$ cat src/rtl/candidate_gen_pkg.sv
//------------------------------------------------------------------------------
// Module   : candidate_gen_pkg
// Purpose  : Shared constants and state encoding for the candidate generator.
//            ALPHA    - symbols per digit (lowercase alphabet)
//            IDX_W    - width of one digit index
//            CNT_W    - width of the accepted-candidate counter
//            LAST_IDX - largest digit value
//            KEYSPACE - number of 4-character candidates
// Revision : 1.0 - initial release
//------------------------------------------------------------------------------
`default_nettype none

package candidate_gen_pkg;

  localparam int unsigned ALPHA    = 26;
  localparam int unsigned IDX_W    = 6;
  localparam int unsigned CNT_W    = 19;
  localparam int unsigned LAST_IDX = ALPHA - 1;
  localparam int unsigned KEYSPACE = ALPHA ** 4;

  typedef enum logic [1:0] {
    IDLE = 2'd0,
    RUN  = 2'd1,
    DONE = 2'd2
  } state_t;

endpackage

`default_nettype wire

$ cat src/rtl/candidate_gen_if.sv
//------------------------------------------------------------------------------
// Module   : candidate_gen_if
// Purpose  : Control and candidate-stream bundle between the generator and
//            its neighbours (comparator for stop, converter for the stream).
// Ports    : start, stop, out_ready       - into the generator
//            out_valid, a, b, c, d         - candidate stream out
//            busy, done, cnt               - status out
//            modport master : generator side
//            modport slave  : controller / downstream side
// Revision : 1.0 - initial release
//------------------------------------------------------------------------------
`default_nettype none

interface candidate_gen_if;
  import candidate_gen_pkg::*;

  logic             start;
  logic             stop;
  logic             out_ready;
  logic             out_valid;
  logic [IDX_W-1:0] a;
  logic [IDX_W-1:0] b;
  logic [IDX_W-1:0] c;
  logic [IDX_W-1:0] d;
  logic             busy;
  logic             done;
  logic [CNT_W-1:0] cnt;

  modport master (
    input  start, stop, out_ready,
    output out_valid, a, b, c, d, busy, done, cnt
  );

  modport slave (
    output start, stop, out_ready,
    input  out_valid, a, b, c, d, busy, done, cnt
  );

endinterface

`default_nettype wire

$ cat src/rtl/candidate_gen_digit_ctr.sv
//------------------------------------------------------------------------------
// Module   : candidate_gen_digit_ctr
// Purpose  : One base-ALPHA digit of the candidate odometer.
// Ports    : clk       in  system clock
//            rst       in  asynchronous active-low reset
//            clr       in  synchronous clear to 0 (wins over inc)
//            inc       in  advance by one, wrapping ALPHA-1 -> 0
//            val       out current digit value
//            carry_out out inc while at ALPHA-1 (advances next digit)
// Revision : 1.0 - initial release
//------------------------------------------------------------------------------
`default_nettype none

module candidate_gen_digit_ctr #(
  parameter int unsigned ALPHA = candidate_gen_pkg::ALPHA
) (
  input  logic                                clk,
  input  logic                                rst,
  input  logic                                clr,
  input  logic                                inc,
  output logic [candidate_gen_pkg::IDX_W-1:0] val,
  output logic                                carry_out
);
  import candidate_gen_pkg::*;

  localparam logic [IDX_W-1:0] LAST = IDX_W'(ALPHA - 1);

  logic w_at_last;

  assign w_at_last = (val == LAST);
  assign carry_out = inc & w_at_last;

  always_ff @(posedge clk or negedge rst) begin
    if (!rst) begin
      val <= '0;
    end else if (clr) begin
      val <= '0;
    end else if (inc) begin
      val <= w_at_last ? '0 : val + IDX_W'(1);
    end
  end

endmodule

`default_nettype wire

$ cat src/rtl/candidate_gen.sv
//------------------------------------------------------------------------------
// Module   : candidate_gen
// Purpose  : Enumerates all 4-letter candidates "aaaa".."zzzz" as a base-ALPHA
//            odometer (d least significant) over a valid/ready stream. Halts
//            on stop from the comparator or once the keyspace is exhausted.
// Ports    : clk  in  system clock
//            rst  in  asynchronous active-low reset
//            bus  candidate_gen_if.master
//                 start/stop/out_ready in; out_valid, a..d, busy, done, cnt out
// Revision : 1.0 - initial release
//------------------------------------------------------------------------------
`default_nettype none

module candidate_gen #(
  parameter int unsigned ALPHA = candidate_gen_pkg::ALPHA
) (
  input  logic            clk,
  input  logic            rst,
  candidate_gen_if.master bus
);
  import candidate_gen_pkg::*;

  localparam logic [IDX_W-1:0] LAST = IDX_W'(ALPHA - 1);

  state_t r_state;

  logic w_run;
  logic w_fire;
  logic w_last;
  logic w_clr;
  logic w_inc;
  logic w_carry_d;
  logic w_carry_c;
  logic w_carry_b;
  logic w_unused_carry_a;

  assign w_run  = (r_state == RUN);
  assign w_fire = bus.out_valid & bus.out_ready;
  assign w_last = (bus.a == LAST) & (bus.b == LAST) &
                  (bus.c == LAST) & (bus.d == LAST);

  // Digits clear only on a start that is honoured (outside RUN).
  assign w_clr = bus.start & ~w_run;

  // A fire on the final candidate must not wrap the odometer: the digits
  // keep showing "zzzz" once the keyspace is exhausted. Stop discards the
  // concurrent transfer.
  assign w_inc = w_run & w_fire & ~bus.stop & ~w_last;

  candidate_gen_digit_ctr #(.ALPHA(ALPHA)) u_digit_d (
    .clk       (clk),
    .rst       (rst),
    .clr       (w_clr),
    .inc       (w_inc),
    .val       (bus.d),
    .carry_out (w_carry_d)
  );

  candidate_gen_digit_ctr #(.ALPHA(ALPHA)) u_digit_c (
    .clk       (clk),
    .rst       (rst),
    .clr       (w_clr),
    .inc       (w_carry_d),
    .val       (bus.c),
    .carry_out (w_carry_c)
  );

  candidate_gen_digit_ctr #(.ALPHA(ALPHA)) u_digit_b (
    .clk       (clk),
    .rst       (rst),
    .clr       (w_clr),
    .inc       (w_carry_c),
    .val       (bus.b),
    .carry_out (w_carry_b)
  );

  // The most significant carry can never be taken because the last
  // candidate suppresses the increment.
  candidate_gen_digit_ctr #(.ALPHA(ALPHA)) u_digit_a (
    .clk       (clk),
    .rst       (rst),
    .clr       (w_clr),
    .inc       (w_carry_b),
    .val       (bus.a),
    .carry_out (w_unused_carry_a)
  );

  always_ff @(posedge clk or negedge rst) begin
    if (!rst) begin
      r_state       <= IDLE;
      bus.out_valid <= 1'b0;
      bus.busy      <= 1'b0;
      bus.done      <= 1'b0;
      bus.cnt       <= '0;
    end else begin
      case (r_state)
        IDLE, DONE: begin
          if (bus.start) begin
            r_state       <= RUN;
            bus.out_valid <= 1'b1;
            bus.busy      <= 1'b1;
            bus.done      <= 1'b0;
            bus.cnt       <= '0;
          end
        end
        RUN: begin
          if (bus.stop) begin
            r_state       <= IDLE;
            bus.out_valid <= 1'b0;
            bus.busy      <= 1'b0;
          end else if (w_fire) begin
            bus.cnt <= bus.cnt + CNT_W'(1);
            if (w_last) begin
              r_state       <= DONE;
              bus.out_valid <= 1'b0;
              bus.busy      <= 1'b0;
              bus.done      <= 1'b1;
            end
          end
        end
        default: begin
          r_state       <= IDLE;
          bus.out_valid <= 1'b0;
          bus.busy      <= 1'b0;
        end
      endcase
    end
  end

endmodule

`default_nettype wire
$ cat src/flat_wrapper.sv
// flat-port wrapper written by rule: the top's interface ports become plain ports
module candidate_gen_flat import candidate_gen_pkg::*;
#(
  parameter int unsigned ALPHA = candidate_gen_pkg::ALPHA
)
  (clk, rst, bus_start, bus_stop, bus_out_ready, bus_out_valid, bus_a, bus_b, bus_c, bus_d, bus_busy, bus_done, bus_cnt);
  candidate_gen_if bus_i ();
  input  logic clk;
  input  logic rst;
  input wire logic [$bits(bus_i.start)-1:0] bus_start;
  input wire logic [$bits(bus_i.stop)-1:0] bus_stop;
  input wire logic [$bits(bus_i.out_ready)-1:0] bus_out_ready;
  output wire logic [$bits(bus_i.out_valid)-1:0] bus_out_valid;
  output wire logic [$bits(bus_i.a)-1:0] bus_a;
  output wire logic [$bits(bus_i.b)-1:0] bus_b;
  output wire logic [$bits(bus_i.c)-1:0] bus_c;
  output wire logic [$bits(bus_i.d)-1:0] bus_d;
  output wire logic [$bits(bus_i.busy)-1:0] bus_busy;
  output wire logic [$bits(bus_i.done)-1:0] bus_done;
  output wire logic [$bits(bus_i.cnt)-1:0] bus_cnt;
  assign bus_i.start = bus_start;
  assign bus_i.stop = bus_stop;
  assign bus_i.out_ready = bus_out_ready;
  assign bus_out_valid = bus_i.out_valid;
  assign bus_a = bus_i.a;
  assign bus_b = bus_i.b;
  assign bus_c = bus_i.c;
  assign bus_d = bus_i.d;
  assign bus_busy = bus_i.busy;
  assign bus_done = bus_i.done;
  assign bus_cnt = bus_i.cnt;
  candidate_gen #(.ALPHA(ALPHA)) u_core (.clk(clk), .rst(rst), .bus(bus_i));
endmodule
$ cat config.mk
export PLATFORM = sky130hd
export DESIGN_NAME = candidate_gen_flat
export DESIGN_NICKNAME = d
export VERILOG_FILES = /design/src/rtl/candidate_gen_pkg.sv /design/src/rtl/candidate_gen_if.sv /design/src/rtl/candidate_gen_digit_ctr.sv /design/src/rtl/candidate_gen.sv /design/src/flat_wrapper.sv
export SDC_FILE = /design/constraint.sdc
export NUM_CORES = 1
export LEC_CHECK = 0
export ABC_AREA = 1
export BUFFER_PORTS_ARGS = -buffer_cell sky130_fd_sc_hd__buf_2
export CAP_MARGIN = 20
export CORE_MARGIN = 5
export CORE_UTILIZATION = 56
export DETAILED_ROUTE_END_ITERATION = 10
export PLACE_DENSITY = 0.87
export RECOVER_POWER = 25
export SYNTH_ARGS = -nofsm -noshare
export SYNTH_HDL_FRONTEND = slang
export SYNTH_SLANG_ARGS = --single-unit
export TNS_END_PERCENT = 30
$ cat constraint.sdc
create_clock -name clk -period 2.1 [get_ports clk]
set_clock_uncertainty 0.1 [all_clocks]
set_input_delay 0.21 -clock clk [delete_from_list [all_inputs] [get_ports clk]]
set_output_delay 0.21 -clock clk [all_outputs]
set_load 0.005 [all_outputs]
# Word-level counts from Yosys, hierarchy flattened
# Cells that the tools add are included.
[op_classes]
addsub = 5
bitwise = 14
reduce_logical = 10
eq_ne = 12
n_mux = 31
[op_table]
columns = ["op", "count"]
rows = [
  ["6-bit two-way mux", 12],
  ["19-bit two-way mux", 3],
  ["19-bit case mux with 2 select lines", 1],
  ["6-bit by 1-bit adder with 6-bit output (second input constant)", 4],
  ["6-bit by 5-bit equality test with 1-bit output (second input constant)", 4],
  ["19-bit by 1-bit adder with 19-bit output (second input constant)", 1],
  ["1-bit AND", 11],
  ["2-bit nonzero test", 5],
  ["1-bit two-way mux", 8],
  ["2-bit two-way mux", 4],
  ["2-bit != test (second input constant)", 4],
  ["3-bit != test (second input constant)", 2],
  ["5-bit AND reduction", 1],
  ["1-bit case mux with 2 select lines", 2],
  ["2-bit case mux with 2 select lines", 1],
  ["4-bit AND reduction", 1],
  ["1-bit inverter", 3],
  ["3-bit AND reduction", 1],
  ["2-bit by 1-bit equality test with 1-bit output (second input constant)", 1],
  ["2-bit equality test (second input constant)", 1],
  ["2-bit logical NOT", 1],
  ["2-bit OR reduction", 1],
]
[totals]
inputBits = 5
wordCells = 80
register_bits = 47

# Longest topological paths before layout
# Gate-level depths: netlist of run 1.
[logic_depth]
word_depth = 11
mapped_depth = 11

# Cells and area by module
# From an unflattened synthesis of run 1, not the netlist that was laid out.
[unflattened]
cells_unflattened = 451
hier_area_um2 = 3123.0
[by_module_without_submodules]
columns = ["mod", "area_each_um2", "cells_each", "instances"]
rows = [
  ["candidate_gen", 1561.5, 239, 1],
  ["candidate_gen_digit_ctr", 390.4, 53, 4],
]

# Worst setup path before layout of run 1
# Ideal clock, no wire load.
[synth_path]
path_kind = "register to register"
startpoint = "reg u_core.u_digit_b.val[1] in the netlist's numbering"
endpoint = "reg u_core.u_digit_a.val[2] in the netlist's numbering"
path_buffers = 1
path_slack_ns = 0.532
required_time_ns = 1.883
t_arrival_ns = 1.351
path_stages_with_launch = 11
path_cell_list = "dfrtp_1 > inv_1 > ha_1 > nand3_2 > nor2_4 > nand2_2 > nand3_4 > nand2_4 > buf_12 > nand3_1 > nand2_1"
[synth_between]
elab_chain_cells = 10
[synth_rtl]
columns = ["item", "line", "text"]
rows = [
  ["start, declared", "candidate_gen_digit_ctr.sv:21", "output logic [candidate_gen_pkg::IDX_W-1:0] val,"],
  ["start signal, assigned", "candidate_gen_digit_ctr.sv:39", "val <= w_at_last ? '0 : val + IDX_W'(1);"],
  ["6-bit by 5-bit equality test with 1-bit output (*)", "candidate_gen_digit_ctr.sv:30, candidate_gen.sv:39", ""],
  ["1-bit AND (2 in series)", "candidate_gen.sv:39", "assign w_last = (bus.a == LAST) & (bus.b == LAST) &"],
  ["1-bit AND", "candidate_gen.sv:40", "(bus.c == LAST) & (bus.d == LAST);"],
  ["1-bit inverter", "candidate_gen.sv:48", "assign w_inc = w_run & w_fire & ~bus.stop & ~w_last;"],
  ["1-bit AND", "candidate_gen.sv:48", ""],
  ["1-bit AND (2 in series)", "candidate_gen_digit_ctr.sv:31", "assign carry_out = inc & w_at_last;"],
  ["1-bit AND (*)", "candidate_gen_digit_ctr.sv:31", ""],
  ["2-bit nonzero test (no line) (*)", "--", ""],
  ["end signal, assigned", "candidate_gen_digit_ctr.sv:39", ""],
  ["end, declared", "candidate_gen_digit_ctr.sv:21", ""],
]
# Mark *: on every way between the ends. The rest lies on a longest branch, timed or not.
# A chain may end at the register's enable or synchronous reset.

# Worst setup path after layout of run 1
[layout_path]
startpoint = "reg u_core.u_digit_c.val[1] in the netlist's numbering"
endpoint = "reg u_core.u_digit_a.val[0] in the netlist's numbering"
[layout_between]
elab_chain_cells = 9
[layout_rtl]
columns = ["item", "line"]
rows = [
  ["start, declared", "candidate_gen_digit_ctr.sv:21"],
  ["start signal, assigned", "candidate_gen_digit_ctr.sv:39"],
  ["6-bit by 5-bit equality test with 1-bit output (*)", "candidate_gen_digit_ctr.sv:30, candidate_gen.sv:40"],
  ["1-bit AND", "candidate_gen.sv:39"],
  ["1-bit AND", "candidate_gen.sv:40"],
  ["1-bit inverter", "candidate_gen.sv:48"],
  ["1-bit AND", "candidate_gen.sv:48"],
  ["1-bit AND", "candidate_gen_digit_ctr.sv:31"],
  ["1-bit AND (*) (2 in series)", "candidate_gen_digit_ctr.sv:31"],
  ["2-bit nonzero test (no line) (*)", "--"],
]
# Marks and branches as above.

==> results of run 1 <==
## power by group through the flow
stage               Clock (mW)  Sequential, mW  Combinational, mW
floorplan                    0            1.16              0.570
global placement             0            1.17              0.762
detailed placement           0            1.18              0.796
CTS                      0.706            1.16              0.809
global route             0.742            1.19              0.905
finish                   0.702            1.17              0.806
## registers in the layout, summed over array words and instances (netlist names)
signal / count
u_core.bus.cnt: 19
u_core.u_digit_a.val: 6
u_core.u_digit_b.val: 6
u_core.u_digit_c.val: 6
u_core.u_digit_d.val: 6
u_core.r_state: 2
u_core.bus.done: 1
u_core.bus.out_valid: 1
## stage by stage
step                power, mW  hold slack, ns  instances  utilization  cell area, um2
detailed placement       1.97           0.247        524        0.642            3300
finish                   2.67           0.176        533        0.666            3420
global placement         1.93           0.241        524        0.642            3300
global route             2.83           0.176        533        0.666            3420
CTS                      2.68           0.160        533        0.667            3430
floorplan                1.73          -0.186        407            -            2990
## cell usage after synthesis, types with 4 or more instances
cell	n
xor2_1	4
o21ai_0	13
nand3_1	41
nand2_2	7
dfrtp_1	47
a21oi_1	7
nand2_1	114
inv_1	48
xnor2_1	6
nand4_1	23
nor2_1	37
o21ai_2	4
nor3_1	10
o21ai_1	4
ha_1	9
## kinds of logic after synthesis
family / synth area share
xor gates and xnor gates: 0.0293
and+or+nand+nor: 0.388
AOI/OAI and AO/OA: 0.0623
DFF: 0.393
adders and majority gates: 0.0376
buffers and inverters: 0.0895
## per-layer routing
| layer | vias up | share of wire |
|---|---|---|
| li1 | 1435 | - |
| met1 | 1367 | 0.42 |
| met2 | 100 | 0.49 |
| met3 | 18 | 0.068 |
| met4 | 0 | 0.018 |
| met5 | - | 0 |
## tightest hold or removal path, cell delays in order
cell and delay, ns:
buf_2 0.12, nor2_4 0.05, nand3_1 0.09, nand2_1 0.06
## worst paths after layout
kind	start	to	cells past startpoint
max in group asynchronous	rst	u_core.bus.out_valid$_DFFE_PN0P_	3
min in group asynchronous	rst	u_core.u_digit_c.val[2]$_DFFE_PN0P_	3
setup reg to reg	u_core.u_digit_c.val[1]$_DFFE_PN0P_	u_core.u_digit_a.val[0]$_DFFE_PN0P_	11
hold reg to reg	u_core.r_state[1]$_DFFE_PN0P_	u_core.r_state[1]$_DFFE_PN0P_	2
hold / removal	bus_stop	u_core.r_state[1]$_DFFE_PN0P_	4
setup / recovery	u_core.u_digit_c.val[1]$_DFFE_PN0P_	u_core.u_digit_a.val[0]$_DFFE_PN0P_	11
## area by class of cell
| type | instances | area, um2 | area share |
|---|---|---|---|
| clock buffers | 6 | 82.6 | 0.0241 |
| clock inverters | 2 | 35.0 | 0.0102 |
| inverters | 52 | 200 | 0.0585 |
| multi-input cells | 300 | 1550 | 0.452 |
| flip-flops and latches | 47 | 1180 | 0.344 |
| well taps | 70 | 87.6 | 0.0256 |
| repair buffers | 56 | 293 | 0.0855 |
==> summary.txt, run 1 <==
Post-CTS Resized = 0
row cnt = 26
ys async rst share = 1.00
cell mode on critical path = nand2_1
CP startpoint kind = register
grt met2 use = 0.355
top cells by area, synth = dfrtp_1 39%, nand2_1 14%, nand3_1 6.9%, inv_1 6.0%, nand4_1 4.8%
Switch Pwr = 1.01 mW
vias = 2,920
DP HPWL = 5.31 mm
vias in the first global route = 2,777
Die ar. = 6910 um2
Top Ports = 51
first-pass GRT wire length = 12.6 mm
drt initial violations = 236
maximum VDD drop = 0.000553 V
Die Ht = 83.1 um
RSZ-0062 raised after global routing = false
busiest grt layer = met2
worst endpoint data arrival time = 1.89 ns
Worst Tran Pin Value = 1.17 ns
number of buffers added on ports = 50
final wirelength = 7.34 mm
clock share of power = 0.263
DP Worst Slack = 0.344 ns
Die W = 83.1 um
largest area contributor in the netlist = dfrtp_1
Comb power frac = 0.301
CTS tree = done
Initial Utilization = 0.582
final hold viol count = 0
Slew headroom = 0.222
syn_nets = 421
max incr delay on CP = 0.41 ns
Setup Viol. Count Final = 0
slowest cell on the critical path = dfrtp_1
leading cell types in the layout, fill and taps excluded = 114 x nand2_1, 48 x inv_1, 48 x buf_2
share of cells above drive strength 1 = 0.188
number of synthesized flops with an enable pin = 0
Sequential Power Share = 0.436
fmax = 557 MHz
critical path type = register to register
Yosys cell types = 34
Int Power = 1.66 mW
CTS H-tree depth = 2
synthesis-to-layout area growth = 14.4%
Ys Warns = 0
CP required = 2.19 ns
commonest non-fill, non-tap cell in the layout = nand2_1
clk sinks = 47
Synth top area share = 0.393
largest net degree at the start of global routing = 48
Slew Viols, Final = 0
cell chain of the critical path = inv_1 > ha_1 > nand2_1 > nor2_1 > nand2_1 > nor2_4 > nand3_4 > nand2_4 > nand2_2 > nand2_1 > nand2_1
GPL Wtd Cong = 0.914
fin crit period = 1.80 ns
synthesized flop and latch total = 47
number of remaining DRC errors = 0
Pleak = 1.75 nW
Max clock buf depth = 2
First-pass DRT Iterations = 4
wire length per cell = 13.8 um
Avg Synthesized Cell Area = 7.35 um2
Power Density = 781 nW/um2
final worst-path cycle share = 0.855
Crit path buffers/inverters = 1
grt met3 use = 0.0455
CP Capture Type = register
filler instances = 440
core region area = 5140 um2
total track usage = 0.216
post-CTS setup buffers = 0
GRT met1 Usage = 0.282
Sum Neg Setup Slack = 0 ns
Setup WS post-layout = 0.304 ns
register area share after synthesis = 0.393
Post-Syn Area = 2990 um2
delay-heaviest family, CP = simple AND/OR/NAND/NOR gates
register clock-pin slew on the reported worst setup and hold paths = 0.09 ns
Final nets = 476
top_reg_cell synth = dfrtp_1
Hold-fix buffers, CTS = 1
Clock Root Buffer = clkbuf_8
status = finished clean
Max Cap Violations = 0
FF-to-FF setup slack = 0.30 ns
switch share = 0.379
Cells after Synth = 407
Worst-Skew Late Latency = 0.30 ns
initial antenna violation count = 0
worst min path class = primary input to register
grt ovf = 0
Final ANT Viol Nets = 0
Worst Path Max Fanout = 15
CTS Buf Count = 5
diode count = 0
vias per cell = 5.48
Power figures use the tool's default switching activity.
==> run 2, diff against run 1 <==
--- a/config.mk
+++ b/config.mk
@@ -5,12 +5,12 @@
 export SDC_FILE = /design/constraint.sdc
 export NUM_CORES = 1
 export LEC_CHECK = 0
-export ABC_AREA = 1
 export BUFFER_PORTS_ARGS = -buffer_cell sky130_fd_sc_hd__buf_2
 export CAP_MARGIN = 20
 export CORE_MARGIN = 5
-export CORE_UTILIZATION = 56
+export CORE_UTILIZATION = 55
 export DETAILED_ROUTE_END_ITERATION = 10
+export GPL_TIMING_DRIVEN = 0
 export PLACE_DENSITY = 0.87
 export RECOVER_POWER = 25
 export SYNTH_ARGS = -nofsm -noshare
==> summary.txt, run 2 <==
CP startpoint kind = register
fin crit period = 2.21 ns
FF-to-FF setup slack = -0.11 ns
Comb power frac = 0.105
Synth top area share = 0.456
DP HPWL = 4.37 mm
Ys Warns = 0
First-pass DRT Iterations = 5
Clock Root Buffer = clkbuf_8
Post-Syn Area = 2580 um2
overall power = 1.69 mW
diode count = 0
final wirelength = 7.20 mm
Reg with most FFs = u_core.bus.cnt
Reg-to-Reg Start = u_core.u_digit_b.val[1]$_DFFE_PN0P_
Die W = 78.5 um
Slew headroom = 0.490
switch share = 0.266
maximum VDD drop = 0.000304 V
row cnt = 25
register area share after synthesis = 0.456
core region area = 4630 um2
Switch Pwr = 449 uW
Hold EP = u_core.bus.out_valid$_DFFE_PN0P_
CP Capture Type = register
largest area contributor in the netlist = dfrtp_1
Sequential Power Share = 0.559
Hold Path Cell Cnt = 3
CTS Buf Count = 5
worst min path class = primary input to register
top_reg_cell synth = dfrtp_1
Critical R2R Capture = u_core.u_digit_d.val[0]$_DFFE_PN0P_
RSZ-0062 raised after global routing = true
Top Ports = 51
vias = 2,484
commonest non-fill, non-tap cell in the layout = buf_2
Avg Synthesized Cell Area = 9.32 um2
most frequent cells after synthesis = 47 x dfrtp_1, 34 x nor2_1, 20 x a21oi_1
Largest register FFs = 19
first-pass GRT wire length = 11.1 mm
violated checks = setup timing
fmax = 452 MHz
number of remaining DRC errors = 0
CP required = 2.19 ns
Worst Tran Pin Value = 0.765 ns
ys async rst share = 1.00
R2R cell count = 7
Max clock buf depth = 2
register clock-pin slew on the reported worst setup and hold paths = 0.09 ns
initial antenna violation count = 0
GPL Wtd Cong = 0.796
critical path type = register to register
worst endpoint data arrival time = 2.30 ns
Final ANT Viol Nets = 0
Initial Utilization = 0.558
CTS tree = done
clk sinks = 47
Int Power = 1.24 mW
Yosys cell types = 47
synthesis-to-layout area growth = 26.1%
CTS H-tree depth = 2
Pleak = 1.52 nW
final worst-path cycle share = 1.05
Die ar. = 6160 um2
Die Ht = 78.5 um
Worst-Skew Late Latency = 0.30 ns
wire length per cell = 17.7 um
largest net degree at the start of global routing = 48
Worst Path Max Fanout = 4
clock share of power = 0.336
drt initial violations = 200
top cells by area, synth = dfrtp_1 46%, nor2_1 4.9%, ha_1 4.4%, xor2_1 4.1%, a21oi_1 3.9%
min-delay src = bus_out_ready
vias per cell = 6.10
Max Cap Violations = 0
number of buffers added on ports = 50
syn_nets = 291
final hold viol count = 0
Slew Viols, Final = 0
most frequent cell after synthesis = dfrtp_1
grt ovf = 0
status = complete, but fails checks
leading cell types in the layout, fill and taps excluded = 53 x buf_2, 45 x dfrtp_1, 33 x nor2_1
filler instances = 334
Final nets = 367
Setup WS post-layout = -0.111 ns
number of synthesized flops with an enable pin = 0
worst hold slack = 0.114 ns
synthesized flop and latch total = 47
vias in the first global route = 2,360
Setup Viol. Count Final = 15
share of cells above drive strength 1 = 0.303
Cells after Synth = 277
Power Density = 519 nW/um2
total track usage = 0.222
[run 2: cell count changes in the layout (fill, tap and decap cells not counted), moves of 9 or more]
| cell | before | now |
|---|---|---|
| a21oi_1 | 7 | 16 |
| buf_4 | 4 | 18 |
| inv_1 | 48 | 10 |
| nand2_1 | 114 | 19 |
| nand3_1 | 41 | 11 |
| nand4_1 | 23 | 13 |
| or3_1 | 0 | 9 |
[run 2: area by class of cell]
class                           count  area (um2)  area share
Sequential cell                    47        1180       0.362
Clock buffer                        6        82.6      0.0254
Clock inverter                      1        5.00     0.00154
Multi-Input combinational cell    210        1440       0.442
Tap cell                           54        67.6      0.0208
Timing Repair Buffer               70         397       0.122
Buffer                              9        47.5      0.0146
Inverter                           10        37.5      0.0115
[run 2: worst max path at each step]
stage          cells after the start                             endpoint                                start
4_1_cts                            8  u_core.u_digit_a.val[3]$_DFFE_PN0P_  u_core.u_digit_d.val[1]$_DFFE_PN0P_
5_1_grt                            6        u_core.r_state[1]$_DFFE_PN0P_  u_core.u_digit_b.val[1]$_DFFE_PN0P_
3_3_place_gp                       8        u_core.r_state[1]$_DFFE_PN0P_  u_core.u_digit_d.val[1]$_DFFE_PN0P_
2_1_floorplan                      8        u_core.r_state[1]$_DFFE_PN0P_  u_core.u_digit_d.val[1]$_DFFE_PN0P_
6_report                           7  u_core.u_digit_d.val[0]$_DFFE_PN0P_  u_core.u_digit_b.val[1]$_DFFE_PN0P_
3_5_place_dp                       8        u_core.r_state[1]$_DFFE_PN0P_  u_core.u_digit_d.val[1]$_DFFE_PN0P_
[run 2: repair_timing]
action                                  CTS  global route
gates resized for setup                   8            18
pin swaps                                 5            14
endpoints found under the setup margin   22            28
hold endpoints to repair                  0            13
hold buffers                              0             1
gates cloned                              0             1
buffers inserted                         11             6
[run 2: per-layer routing]
layer,share of wire,GRT usage,vias up
met2,0.48,0.365,140
met4,0.023,0.0909,0
met3,0.075,0.0447,19
li1,-,-,1128
met1,0.42,0.286,1197
met5,0,0,-
[run 2: logic make-up after synthesis]
| kind of cell | Yosys count | synth area share |
|---|---|---|
| DFF | 47 | 0.456 |
| adders and majority gates | 9 | 0.0436 |
| AOI/OAI and AO/OA | 46 | 0.106 |
| muxes | 1 | 0.00388 |
| and+or+nand+nor | 132 | 0.285 |
| buffers and inverters | 20 | 0.0320 |
| xor gates and xnor gates | 22 | 0.0746 |
[run 2: through the flow]
step | std cells | instance area [um2] | setup TNS, ns | setup slack, ns | util
floorplan | 277 | 2580 | 0 | 0.0406 | -
global placement | 381 | 2900 | -1.42 | -0.237 | 0.626
detailed placement | 381 | 2900 | -2.55 | -0.307 | 0.626
CTS | 398 | 3110 | 0 | 0.00379 | 0.672
global route | 407 | 3250 | -2.62 | -0.167 | 0.703
finish | 407 | 3250 | -1.03 | -0.111 | 0.703
[run 2: power groups by stage]
stage	Sequential (mW)	Combinational (mW)	Clock, mW
4_1_cts	0.941	0.158	0.566
5_1_grt	0.948	0.193	0.595
3_5_place_dp	0.960	0.151	0
2_1_floorplan	0.957	0.0868	0
3_3_place_gp	0.958	0.148	0
6_report	0.944	0.177	0.568
[run 2: critical path, cell delays in order (launching register included)]
cell,delay (ns)
dfrtp_1,0.43
inv_1,0.08
ha_2,0.17
or4b_4,0.53
o41ai_4,0.46
buf_4,0.19
or2_1,0.09
a21oi_1,0.05
==> run 3, diff against run 2 <==
--- a/config.mk
+++ b/config.mk
@@ -8,10 +8,10 @@
 export BUFFER_PORTS_ARGS = -buffer_cell sky130_fd_sc_hd__buf_2
 export CAP_MARGIN = 20
 export CORE_MARGIN = 5
-export CORE_UTILIZATION = 55
+export CORE_UTILIZATION = 50
 export DETAILED_ROUTE_END_ITERATION = 10
 export GPL_TIMING_DRIVEN = 0
-export PLACE_DENSITY = 0.87
+export PLACE_DENSITY = 0.83
 export RECOVER_POWER = 25
 export SYNTH_ARGS = -nofsm -noshare
 export SYNTH_HDL_FRONTEND = slang
==> constraint.sdc (replaced) <==
create_clock -name clk -period 1.9 [get_ports clk]
set_clock_uncertainty 0.1 [all_clocks]
set_input_delay 0.19 -clock clk [delete_from_list [all_inputs] [get_ports clk]]
set_output_delay 0.19 -clock clk [all_outputs]
set_load 0.005 [all_outputs]
==> summary.txt, run 3 (synthesis gave the netlist of run 2 again) <==
worst hold slack = 0.103 ns
vias = 2,328
Setup WS post-layout = -0.240 ns
critical path type = register to register
Final Util = 0.655
DP HPWL = 4.29 mm
min-delay src = bus_start
Die Ht = 81.9 um
CTS Buf Count = 5
FF-to-FF setup slack = -0.24 ns
CTS H-tree depth = 2
leading cell types in the layout, fill and taps excluded = 52 x buf_2, 47 x dfrtp_1, 33 x nor2_1
Slew Viols, Final = 0
First-pass DRT Iterations = 4
Largest register FFs = 19
Clock Root Buffer = clkbuf_8
status = complete, but fails checks
diode count = 0
final instance area = 3320 um2
Top Ports = 51
GPL Wtd Cong = 0.859
Reg-to-Reg Start = u_core.r_state[1]$_DFFE_PN0P_
critical path startpoint = u_core.r_state[1]$_DFFE_PN0P_
Final ANT Viol Nets = 0
final worst-path cycle share = 1.13
grt ovf = 0
Worst-Skew Late Latency = 0.32 ns
worst endpoint data arrival time = 2.28 ns
number of buffers added on ports = 50
DP Worst Slack = -0.327 ns
overall power = 2.12 mW
maximum VDD drop = 0.000366 V
Final nets = 365
CP startpoint kind = register
wire length per cell = 15.2 um
Setup Viol. Count Final = 24
final wirelength = 6.43 mm
clk sinks = 47
total track usage = 0.208
Slew headroom = 0.240
Max Cap Violations = 0
vias per cell = 5.52
CTS tree = done
Worst Path Max Fanout = 5
first-pass GRT wire length = 10.8 mm
drt initial violations = 142
vias in the first global route = 2,252
CP required = 2.04 ns
CP Capture Type = register
Die ar. = 6700 um2
fin crit period = 2.14 ns
Power Density = 639 nW/um2
register clock-pin slew on the reported worst setup and hold paths = 0.10 ns
Max clock buf depth = 2
share of cells above drive strength 1 = 0.287
violated checks = setup timing
number of remaining DRC errors = 0
commonest non-fill, non-tap cell in the layout = buf_2
fmax = 467 MHz
Initial Utilization = 0.509
row cnt = 26
Reg with most FFs = u_core.bus.cnt
core region area = 5070 um2
final hold viol count = 0
Worst Tran Pin Value = 1.14 ns
initial antenna violation count = 0
worst min path class = primary input to register
synthesis-to-layout area growth = 28.7%
largest net degree at the start of global routing = 48
RSZ-0062 raised after global routing = true
Placed Area = 2950 um2
Die W = 81.9 um
Pleak = 1.57 nW
run 3: worst max-delay path: stages (launching register included):
cell and delay, ns:
dfrtp_1 0.43, or3b_4 0.44, nor2_4 0.12, nand4_1 0.24, buf_6 0.22, or3_1 0.37
a21oi_2 0.14
run 3: per-stage QoR:
stage,TNS [ns],instances
6_report,-2.39,422
5_1_grt,-9.79,422
4_1_cts,-1.61,417
3_5_place_dp,-5.82,397
3_3_place_gp,-4.93,397
2_1_floorplan,-0.676,277
run 3: repair_timing:
action                                 in CTS  in global routing
setup endpoints to repair                  33                 41
hold buffers                                1                  0
gates cloned                                1                  0
gates resized for setup                    11                 17
pin swaps                                  13                 20
endpoints found under the hold margin      27                  0
setup buffers                              11                  4
run 3: per-layer routing:
metal,global-route usage,up-vias,share of wire
met1,0.268,1140,0.44
met3,0.0428,10,0.039
met2,0.345,46,0.51
li1,-,1132,-
met5,0,-,0
met4,0.0714,0,0.013
run 3: area by class of cell:
| cell class | instances | area, um2 |
|---|---|---|
| tap | 70 | 87.6 |
| clock inverter | 2 | 60.1 |
| inverter | 10 | 37.5 |
| buffer | 9 | 51.3 |
| sequential | 47 | 1180 |
| clock buffer | 6 | 72.6 |
| fill | 412 | 1750 |
| timing repair buffer | 68 | 388 |
| multi-input combinational | 210 | 1450 |
run 3: worst paths after layout:
path | end | cells after the start
setup / recovery | u_core.u_digit_a.val[4]$_DFFE_PN0P_ | 6
hold / removal | u_core.bus.out_valid$_DFFE_PN0P_ | 3
setup reg to reg | u_core.u_digit_a.val[4]$_DFFE_PN0P_ | 6
hold reg to reg | u_core.bus.done$_DFFE_PN0P_ | 2
max in group asynchronous | u_core.bus.cnt[1]$_DFFE_PN0P_ | 3
min in group asynchronous | u_core.r_state[1]$_DFFE_PN0P_ | 2
run 3: where the power goes:
| part | internal [mW] | switching [mW] | total [mW] | leakage [nW] |
|---|---|---|---|---|
| logic | 0.0715 | 0.127 | 0.199 | 0.849 |
| registers | 1.02 | 0.0244 | 1.04 | 0.652 |
| clock network | 0.526 | 0.358 | 0.884 | 0.0654 |
